File: config.mk
export PLATFORM = sky130hd
export DESIGN_NAME = axi4lite_to_pi1_flat
export DESIGN_NICKNAME = d
export VERILOG_FILES = /design/src/rtl/axi4lite_to_pi1_pkg.sv /design/src/rtl/axi4lite_to_pi1_if.sv /design/src/rtl/axi4lite_to_pi1.sv /design/src/flat_wrapper.sv
export SDC_FILE = /design/constraint.sdc
export NUM_CORES = 1
export LEC_CHECK = 0
export ABC_CLOCK_PERIOD_IN_PS = 3620
export CAP_MARGIN = 25
export CORE_MARGIN = 2
export CORE_UTILIZATION = 29
export DETAILED_ROUTE_END_ITERATION = 8
export PLACE_DENSITY = 0.72
export SYNTH_ARGS = -nofsm -noshare
export SYNTH_HDL_FRONTEND = slang
export SYNTH_SLANG_ARGS = --single-unit
File: constraint.sdc
create_clock -name clk_i -period 3.62 [get_ports clk_i]
set_input_delay 0.362 -clock clk_i [delete_from_list [all_inputs] [get_ports clk_i]]
set_output_delay 0.362 -clock clk_i [all_outputs]
set_load 0.02 [all_outputs]
File: src/rtl/axi4lite_to_pi1_pkg.sv
// Shared PI1 definitions for the AXI4-Lite to PI1 bridge.
//   - PI1 operation encodings (PINOOP/PIWROP/PIRDOP/PIRWOP)
//   - clog2 helper used to size word addresses
//   - bridge FSM state type
package axi4lite_to_pi1_pkg;

    localparam logic [1:0] PINOOP = 2'b00;
    localparam logic [1:0] PIWROP = 2'b01;
    localparam logic [1:0] PIRDOP = 2'b10;
    localparam logic [1:0] PIRWOP = 2'b11;

    function automatic int clog2(input int value);
        return $clog2(value);
    endfunction

    typedef enum logic [2:0] {
        S_IDLE,
        S_WR_ISSUE,
        S_RD_ISSUE,
        S_WAIT,
        S_BRESP,
        S_RRESP
    } state_t;

endpackage

File: src/rtl/axi4lite_to_pi1_if.sv
// Bus bundle for the AXI4-Lite to PI1 bridge.
//   - AXI4-Lite AW/W/B/AR/R channels (bridge is the AXI slave)
//   - PI1 op/addr/data/sel/rdy (bridge is the PI1 master)
// Modports:
//   slave  : the bridge's view (AXI inputs, PI1 outputs)
//   master : the environment's view (drives AXI requests, PI1 slave replies)
interface axi4lite_to_pi1_if
    import axi4lite_to_pi1_pkg::*;
#(
    parameter int ARCHBITSZ = 32
);
    localparam int ADDRBITSZ = ARCHBITSZ - clog2(ARCHBITSZ / 8);
    localparam int SELBITSZ  = ARCHBITSZ / 8;

    logic [ARCHBITSZ-1:0] axi4_awaddr_i;
    logic                 axi4_awvalid_i;
    logic                 axi4_awready_o;
    logic [ARCHBITSZ-1:0] axi4_wdata_i;
    logic [SELBITSZ-1:0]  axi4_wstrb_i;
    logic                 axi4_wvalid_i;
    logic                 axi4_wready_o;
    logic [1:0]           axi4_bresp_o;
    logic                 axi4_bvalid_o;
    logic                 axi4_bready_i;
    logic [ARCHBITSZ-1:0] axi4_araddr_i;
    logic                 axi4_arvalid_i;
    logic                 axi4_arready_o;
    logic [ARCHBITSZ-1:0] axi4_rdata_o;
    logic [1:0]           axi4_rresp_o;
    logic                 axi4_rvalid_o;
    logic                 axi4_rready_i;

    logic [1:0]           pi1_op_o;
    logic [ADDRBITSZ-1:0] pi1_addr_o;
    logic [ARCHBITSZ-1:0] pi1_data_o;
    logic [ARCHBITSZ-1:0] pi1_data_i;
    logic [SELBITSZ-1:0]  pi1_sel_o;
    logic                 pi1_rdy_i;

    modport slave (
        input  axi4_awaddr_i, axi4_awvalid_i,
        output axi4_awready_o,
        input  axi4_wdata_i, axi4_wstrb_i, axi4_wvalid_i,
        output axi4_wready_o,
        output axi4_bresp_o, axi4_bvalid_o,
        input  axi4_bready_i,
        input  axi4_araddr_i, axi4_arvalid_i,
        output axi4_arready_o,
        output axi4_rdata_o, axi4_rresp_o, axi4_rvalid_o,
        input  axi4_rready_i,
        output pi1_op_o, pi1_addr_o, pi1_data_o, pi1_sel_o,
        input  pi1_data_i, pi1_rdy_i
    );

    modport master (
        output axi4_awaddr_i, axi4_awvalid_i,
        input  axi4_awready_o,
        output axi4_wdata_i, axi4_wstrb_i, axi4_wvalid_i,
        input  axi4_wready_o,
        input  axi4_bresp_o, axi4_bvalid_o,
        output axi4_bready_i,
        output axi4_araddr_i, axi4_arvalid_i,
        input  axi4_arready_o,
        input  axi4_rdata_o, axi4_rresp_o, axi4_rvalid_o,
        output axi4_rready_i,
        input  pi1_op_o, pi1_addr_o, pi1_data_o, pi1_sel_o,
        output pi1_data_i, pi1_rdy_i
    );

endinterface

File: src/rtl/axi4lite_to_pi1.sv
// AXI4-Lite slave that turns each AXI read or write into exactly one PI1
// master transaction. One transaction in flight, responses always OKAY.
// Ports:
//   clk_i : clock, all logic on the rising edge
//   rst_i : asynchronous active-high reset
//   bus   : AXI4-Lite slave channels + PI1 master signals (slave modport)
module axi4lite_to_pi1
    import axi4lite_to_pi1_pkg::*;
#(
    parameter int ARCHBITSZ = 32
) (
    input  logic             clk_i,
    input  logic             rst_i,
    axi4lite_to_pi1_if.slave bus
);
    localparam int SELBITSZ  = ARCHBITSZ / 8;
    localparam int LSB       = clog2(SELBITSZ);
    localparam int ADDRBITSZ = ARCHBITSZ - LSB;

    state_t               state_reg, state_next;
    logic                 aw_got_reg, aw_got_next;
    logic                 w_got_reg, w_got_next;
    logic                 rd_pri_reg, rd_pri_next;   // 1: read wins the next contention
    logic [ADDRBITSZ-1:0] addr_reg, addr_next;
    logic [ARCHBITSZ-1:0] wdata_reg, wdata_next;
    logic [SELBITSZ-1:0]  sel_reg, sel_next;
    logic [ARCHBITSZ-1:0] rdata_reg, rdata_next;

    logic in_idle;
    logic wr_req;
    logic ar_ok;
    logic contention;
    logic aw_hs, w_hs, ar_hs;

    // Byte offsets within a word are dropped; no narrow/unaligned splitting.
    logic unused_lsbs;
    assign unused_lsbs = ^{bus.axi4_awaddr_i[LSB-1:0], bus.axi4_araddr_i[LSB-1:0]};

    assign in_idle = (state_reg == S_IDLE) && !rst_i;
    assign wr_req  = bus.axi4_awvalid_i || bus.axi4_wvalid_i;
    // A read may only start when no half-captured write is pending, so a
    // contention only exists while both write flags are still clear.
    assign ar_ok      = !aw_got_reg && !w_got_reg;
    assign contention = bus.axi4_arvalid_i && wr_req && ar_ok;

    assign bus.axi4_arready_o = in_idle && ar_ok && bus.axi4_arvalid_i
                                && (!wr_req || rd_pri_reg);
    assign bus.axi4_awready_o = in_idle && !aw_got_reg && bus.axi4_awvalid_i
                                && !(contention && rd_pri_reg);
    assign bus.axi4_wready_o  = in_idle && !w_got_reg && bus.axi4_wvalid_i
                                && !(contention && rd_pri_reg);

    assign aw_hs = bus.axi4_awvalid_i && bus.axi4_awready_o;
    assign w_hs  = bus.axi4_wvalid_i  && bus.axi4_wready_o;
    assign ar_hs = bus.axi4_arvalid_i && bus.axi4_arready_o;

    always_comb begin
        state_next  = state_reg;
        aw_got_next = aw_got_reg;
        w_got_next  = w_got_reg;
        rd_pri_next = rd_pri_reg;
        addr_next   = addr_reg;
        wdata_next  = wdata_reg;
        sel_next    = sel_reg;
        rdata_next  = rdata_reg;

        case (state_reg)
            S_IDLE: begin
                if (contention) begin
                    rd_pri_next = !rd_pri_reg;
                end
                if (aw_hs) begin
                    aw_got_next = 1'b1;
                    addr_next   = bus.axi4_awaddr_i[ARCHBITSZ-1:LSB];
                end
                if (w_hs) begin
                    w_got_next = 1'b1;
                    wdata_next = bus.axi4_wdata_i;
                    sel_next   = bus.axi4_wstrb_i;
                end
                if (ar_hs) begin
                    addr_next  = bus.axi4_araddr_i[ARCHBITSZ-1:LSB];
                    sel_next   = '1;
                    state_next = S_RD_ISSUE;
                end else if (aw_got_next && w_got_next) begin
                    // An all-zero strobe writes nothing, so skip the PI1 op.
                    state_next = (sel_next == '0) ? S_BRESP : S_WR_ISSUE;
                end
            end
            S_WR_ISSUE, S_RD_ISSUE: begin
                if (bus.pi1_rdy_i) begin
                    state_next = S_WAIT;
                end
            end
            S_WAIT: begin
                if (bus.pi1_rdy_i) begin
                    // Write flags stay set for the whole write, so a clear
                    // aw flag here means the op in flight is a read.
                    if (aw_got_reg) begin
                        state_next = S_BRESP;
                    end else begin
                        rdata_next = bus.pi1_data_i;
                        state_next = S_RRESP;
                    end
                end
            end
            S_BRESP: begin
                if (bus.axi4_bready_i) begin
                    aw_got_next = 1'b0;
                    w_got_next  = 1'b0;
                    state_next  = S_IDLE;
                end
            end
            S_RRESP: begin
                if (bus.axi4_rready_i) begin
                    state_next = S_IDLE;
                end
            end
            default: begin
                state_next = S_IDLE;
            end
        endcase
    end

    always_ff @(posedge clk_i or posedge rst_i) begin
        if (rst_i) begin
            state_reg  <= S_IDLE;
            aw_got_reg <= 1'b0;
            w_got_reg  <= 1'b0;
            rd_pri_reg <= 1'b1;
            addr_reg   <= '0;
            wdata_reg  <= '0;
            sel_reg    <= '0;
            rdata_reg  <= '0;
        end else begin
            state_reg  <= state_next;
            aw_got_reg <= aw_got_next;
            w_got_reg  <= w_got_next;
            rd_pri_reg <= rd_pri_next;
            addr_reg   <= addr_next;
            wdata_reg  <= wdata_next;
            sel_reg    <= sel_next;
            rdata_reg  <= rdata_next;
        end
    end

    // Op decodes straight from state so an asynchronous reset forces NOOP
    // in the same cycle.
    assign bus.pi1_op_o   = (state_reg == S_WR_ISSUE) ? PIWROP :
                            (state_reg == S_RD_ISSUE) ? PIRDOP : PINOOP;
    assign bus.pi1_addr_o = addr_reg;
    assign bus.pi1_data_o = wdata_reg;
    assign bus.pi1_sel_o  = sel_reg;

    assign bus.axi4_bvalid_o = (state_reg == S_BRESP);
    assign bus.axi4_bresp_o  = 2'b00;
    assign bus.axi4_rvalid_o = (state_reg == S_RRESP);
    assign bus.axi4_rresp_o  = 2'b00;
    assign bus.axi4_rdata_o  = rdata_reg;

endmodule

File: src/flat_wrapper.sv
// flat-port wrapper written by rule: the top's interface ports become plain ports
module axi4lite_to_pi1_flat import axi4lite_to_pi1_pkg::*;
#(
    parameter int ARCHBITSZ = 32
)
  (clk_i, rst_i, bus_axi4_awaddr_i, bus_axi4_awvalid_i, bus_axi4_awready_o, bus_axi4_wdata_i, bus_axi4_wstrb_i, bus_axi4_wvalid_i, bus_axi4_wready_o, bus_axi4_bresp_o, bus_axi4_bvalid_o, bus_axi4_bready_i, bus_axi4_araddr_i, bus_axi4_arvalid_i, bus_axi4_arready_o, bus_axi4_rdata_o, bus_axi4_rresp_o, bus_axi4_rvalid_o, bus_axi4_rready_i, bus_pi1_op_o, bus_pi1_addr_o, bus_pi1_data_o, bus_pi1_sel_o, bus_pi1_data_i, bus_pi1_rdy_i);
  axi4lite_to_pi1_if #(.ARCHBITSZ(ARCHBITSZ)) bus_i ();
  input  logic clk_i;
  input  logic rst_i;
  input wire logic [$bits(bus_i.axi4_awaddr_i)-1:0] bus_axi4_awaddr_i;
  input wire logic [$bits(bus_i.axi4_awvalid_i)-1:0] bus_axi4_awvalid_i;
  output wire logic [$bits(bus_i.axi4_awready_o)-1:0] bus_axi4_awready_o;
  input wire logic [$bits(bus_i.axi4_wdata_i)-1:0] bus_axi4_wdata_i;
  input wire logic [$bits(bus_i.axi4_wstrb_i)-1:0] bus_axi4_wstrb_i;
  input wire logic [$bits(bus_i.axi4_wvalid_i)-1:0] bus_axi4_wvalid_i;
  output wire logic [$bits(bus_i.axi4_wready_o)-1:0] bus_axi4_wready_o;
  output wire logic [$bits(bus_i.axi4_bresp_o)-1:0] bus_axi4_bresp_o;
  output wire logic [$bits(bus_i.axi4_bvalid_o)-1:0] bus_axi4_bvalid_o;
  input wire logic [$bits(bus_i.axi4_bready_i)-1:0] bus_axi4_bready_i;
  input wire logic [$bits(bus_i.axi4_araddr_i)-1:0] bus_axi4_araddr_i;
  input wire logic [$bits(bus_i.axi4_arvalid_i)-1:0] bus_axi4_arvalid_i;
  output wire logic [$bits(bus_i.axi4_arready_o)-1:0] bus_axi4_arready_o;
  output wire logic [$bits(bus_i.axi4_rdata_o)-1:0] bus_axi4_rdata_o;
  output wire logic [$bits(bus_i.axi4_rresp_o)-1:0] bus_axi4_rresp_o;
  output wire logic [$bits(bus_i.axi4_rvalid_o)-1:0] bus_axi4_rvalid_o;
  input wire logic [$bits(bus_i.axi4_rready_i)-1:0] bus_axi4_rready_i;
  output wire logic [$bits(bus_i.pi1_op_o)-1:0] bus_pi1_op_o;
  output wire logic [$bits(bus_i.pi1_addr_o)-1:0] bus_pi1_addr_o;
  output wire logic [$bits(bus_i.pi1_data_o)-1:0] bus_pi1_data_o;
  output wire logic [$bits(bus_i.pi1_sel_o)-1:0] bus_pi1_sel_o;
  input wire logic [$bits(bus_i.pi1_data_i)-1:0] bus_pi1_data_i;
  input wire logic [$bits(bus_i.pi1_rdy_i)-1:0] bus_pi1_rdy_i;
  assign bus_i.axi4_awaddr_i = bus_axi4_awaddr_i;
  assign bus_i.axi4_awvalid_i = bus_axi4_awvalid_i;
  assign bus_axi4_awready_o = bus_i.axi4_awready_o;
  assign bus_i.axi4_wdata_i = bus_axi4_wdata_i;
  assign bus_i.axi4_wstrb_i = bus_axi4_wstrb_i;
  assign bus_i.axi4_wvalid_i = bus_axi4_wvalid_i;
  assign bus_axi4_wready_o = bus_i.axi4_wready_o;
  assign bus_axi4_bresp_o = bus_i.axi4_bresp_o;
  assign bus_axi4_bvalid_o = bus_i.axi4_bvalid_o;
  assign bus_i.axi4_bready_i = bus_axi4_bready_i;
  assign bus_i.axi4_araddr_i = bus_axi4_araddr_i;
  assign bus_i.axi4_arvalid_i = bus_axi4_arvalid_i;
  assign bus_axi4_arready_o = bus_i.axi4_arready_o;
  assign bus_axi4_rdata_o = bus_i.axi4_rdata_o;
  assign bus_axi4_rresp_o = bus_i.axi4_rresp_o;
  assign bus_axi4_rvalid_o = bus_i.axi4_rvalid_o;
  assign bus_i.axi4_rready_i = bus_axi4_rready_i;
  assign bus_pi1_op_o = bus_i.pi1_op_o;
  assign bus_pi1_addr_o = bus_i.pi1_addr_o;
  assign bus_pi1_data_o = bus_i.pi1_data_o;
  assign bus_pi1_sel_o = bus_i.pi1_sel_o;
  assign bus_i.pi1_data_i = bus_pi1_data_i;
  assign bus_i.pi1_rdy_i = bus_pi1_rdy_i;
  axi4lite_to_pi1 #(.ARCHBITSZ(ARCHBITSZ)) u_core (.clk_i(clk_i), .rst_i(rst_i), .bus(bus_i));
endmodule
==> results.yml <==
cells_and_area:
  drive_above_1_share_pct: 10.2
  antenna_cells: 0
  area_growth_pct: 64.2
  final_cell_mix: "clkdlybuf4s50_1, nand2_1, dfrtp_1"
  fillers: 1385
  seq_area_sq_um: 2600
  finish.utilization_pct: 48.4
  mostFrequentLayoutCell: "clkdlybuf4s50_1"
  multi_input_area_sq_um: 1700
  nNetsFinal: 784
sta:
  finalMaxSlewViolations: 0
  period_share_pct: 88.8
  clock_skew_ns: 0.00335
  rsz0062_at_grt: "no"
  worst_pin_slew_ns: 0.802
  period_needed_ns: 3.21
  finalWorstSetupSlack_ns: 0.406
  setup_viol: 0
  tns_ns: 0
  fmax_mhz: 311
  max_slew_margin_pct: 46.5
  hold_viol_final: 0
drt:
  ant_nets: 0
  drtIter0Drc: 68
  dr.pass1.iters: 4
  avgRoutedWirePerCell_microns: 15.7
  drcViolationCount: 0
  route.vias.total: 3838
  viasPerCell: 4.59
  wl_microns: 13100
cts:
  cts_max_level: 3
  clk_latency_ns: 0.35
  cts_buffer_depth: 2
  numClockSinks: 104
  numCtsBuffers: 9
  ctsRootBufferMaster: "clkbuf_16"
  cts_resized: 0
  ctsHoldBuffers: 0
  post_cts_buffers: 0
  clkTransAtPathRegs_ns: 0.07
  cts_tree: "built"
floorplanning:
  fp.dieW_microns: 128
  dieArea_sq_um: 16300
  ios: 249
  row_count: 45
  core_sq_um: 15100
  initial_core_util_pct: 29.5
  fp.dieH_microns: 128
synth:
  synth.distinct_cells: 44
  yosysWarnings: 0
  ys_ff_latch: 104
  seq_area_frac_synth_pct: 58.6
  syn-cell-area_sq_um: 4450
  synth.avg_cell_area_sq_um: 10.9
  synthCells: 409
min_path:
  hp-class: "flop to flop"
critical_path:
  start_kind: "flop"
  critPathKind: "flop to output pin"
  arrival_ns: 2.85
  path_max_fanout: 10
  end_kind: "output pin"
  critPathRequiredTime_ns: 3.26
pwr:
  p_leak_uw: 0.00324
  powerDensity_nw_per_um2: 807
  ir_drop_mv: 0.409
run:
  cap_viol_max_count: 0
grt:
  overflow: 0
  antenna_found_initial: 1
  grt_max_degree: 64
  grt.total_usage_pct: 16.0
  grt_pass1_vias: 4069
  grt_first_pass_wirelength_microns: 20500
place:
  dp_hpwl_microns: 9820
  portBuffers: 240
  gp_congestion: 0.760
  place_ws_ns: 0.493
run_status:
  status: "complete, no violations"
-- Yosys cell counts, drive strengths merged --
master,number,area share [%]
a21oi,3,0.34
nand2,128,11
or2,2,0.28
or4,2,0.42
nor3,3,0.34
nand2b,1,0.14
o221ai,1,0.34
clkinv,1,0.37
o21bai,2,0.34
or3,2,0.28
a221oi,1,0.34
and2,2,0.28
mux2i,31,7.0
conb,1,0.084
nor4,2,0.28
a32oi,1,0.20
nor2,7,0.59
a211oi,1,0.17
nand3b,2,0.34
nand3,2,0.23
mux2,32,8.1
dfstp,1,0.59
nor4b,1,0.34
a2bb2oi,1,0.20
clkbuf,13,1.1
dfrtp,103,58
o22a,3,0.59
nor2b,1,0.14
o21ai,31,3.5
nor3b,1,0.17
nor4bb,1,0.23
and3,1,0.14
buf,13,1.9
or3b,1,0.20
xor2,1,0.20
or4b,1,0.23
a31oi,1,0.14
a311o,2,0.45
inv,4,0.34
o31ai,2,0.34
-- layer usage --
metal / routed length, microns / GRT usage [%] / vias up / part of all wire, %
met2: 6550 / 28.7 / 170 / 50
met4: 226 / 6.08 / 2 / 1.7
met3: 1180 / 5.55 / 16 / 9.0
li1: - / - / 1842 / -
met5: 13 / 0 / - / 0.099
met1: 5140 / 17.5 / 1808 / 39
-- worst max-delay path: stages (launching register included) --
cell             delay (ns)
dfrtp_1                0.48
or4_4                  0.58
or4b_2                 0.73
clkinv_8               0.12
clkdlybuf4s50_1        0.60
-- worst paths after layout --
kind,from,end,slack [ns],cells after the start
worst max-delay path,u_core.state_reg[0]$_DFFE_PP0P_,bus_axi4_awready_o,0.41,4
worst min-delay path,u_core.bus.pi1_data_o[9]$_DFFE_PP0P_,u_core.bus.pi1_data_o[9]$_DFFE_PP0P_,0.48,2
worst max register to register,u_core.state_reg[0]$_DFFE_PP0P_,u_core.bus.pi1_addr_o[10]$_DFFE_PP0P_,1.06,5
worst min register to register,u_core.bus.pi1_data_o[9]$_DFFE_PP0P_,u_core.bus.pi1_data_o[9]$_DFFE_PP0P_,0.48,2
max in group asynchronous,rst_i,u_core.bus.pi1_sel_o[2]$_DFFE_PP0P_,1.85,4
min in group asynchronous,rst_i,u_core.aw_got_reg$_DFFE_PP0P_,0.56,3
-- cell type report --
| type | count | area share, % |
|---|---|---|
| Tap cell | 188 | 3.22 |
| Inverter | 5 | 0.463 |
| Sequential cell | 104 | 35.7 |
| Timing Repair Buffer | 247 | 33.6 |
| Multi-Input combinational cell | 277 | 23.2 |
| Clock buffer | 11 | 3.33 |
| Clock inverter | 5 | 0.446 |
-- kinds of logic after synthesis --
group	synth area share, %
mux	15.1
other cells	0.0843
compound gates	6.92
simple gates	15.4
buf+inv	3.74
xor+xnor	0.197
flops	58.6
-- power breakdown --
part / internal [uW] / leakage (uW) / switching [uW]
logic: 1490 / 0.00184 / 1410
registers: 1730 / 0.00127 / 347
clock network: 483 / 0.000128 / 431
-- through the flow --
| stage | instances | power (uW) | hold slack (ns) | cell area, sq um |
|---|---|---|---|---|
| 5_1_grt | 837 | 6260 | 0.503 | 7300 |
| 4_1_cts | 837 | 5980 | 0.483 | 7300 |
| 3_5_place_dp | 821 | 5030 | 0.466 | 7020 |
| 6_report | 837 | 5890 | 0.480 | 7300 |
| 2_1_floorplan | 412 | 3520 | 0.447 | 4460 |
| 3_3_place_gp | 821 | 4940 | 0.459 | 7020 |
No activity file was read; power rests on OpenSTA's default activity.
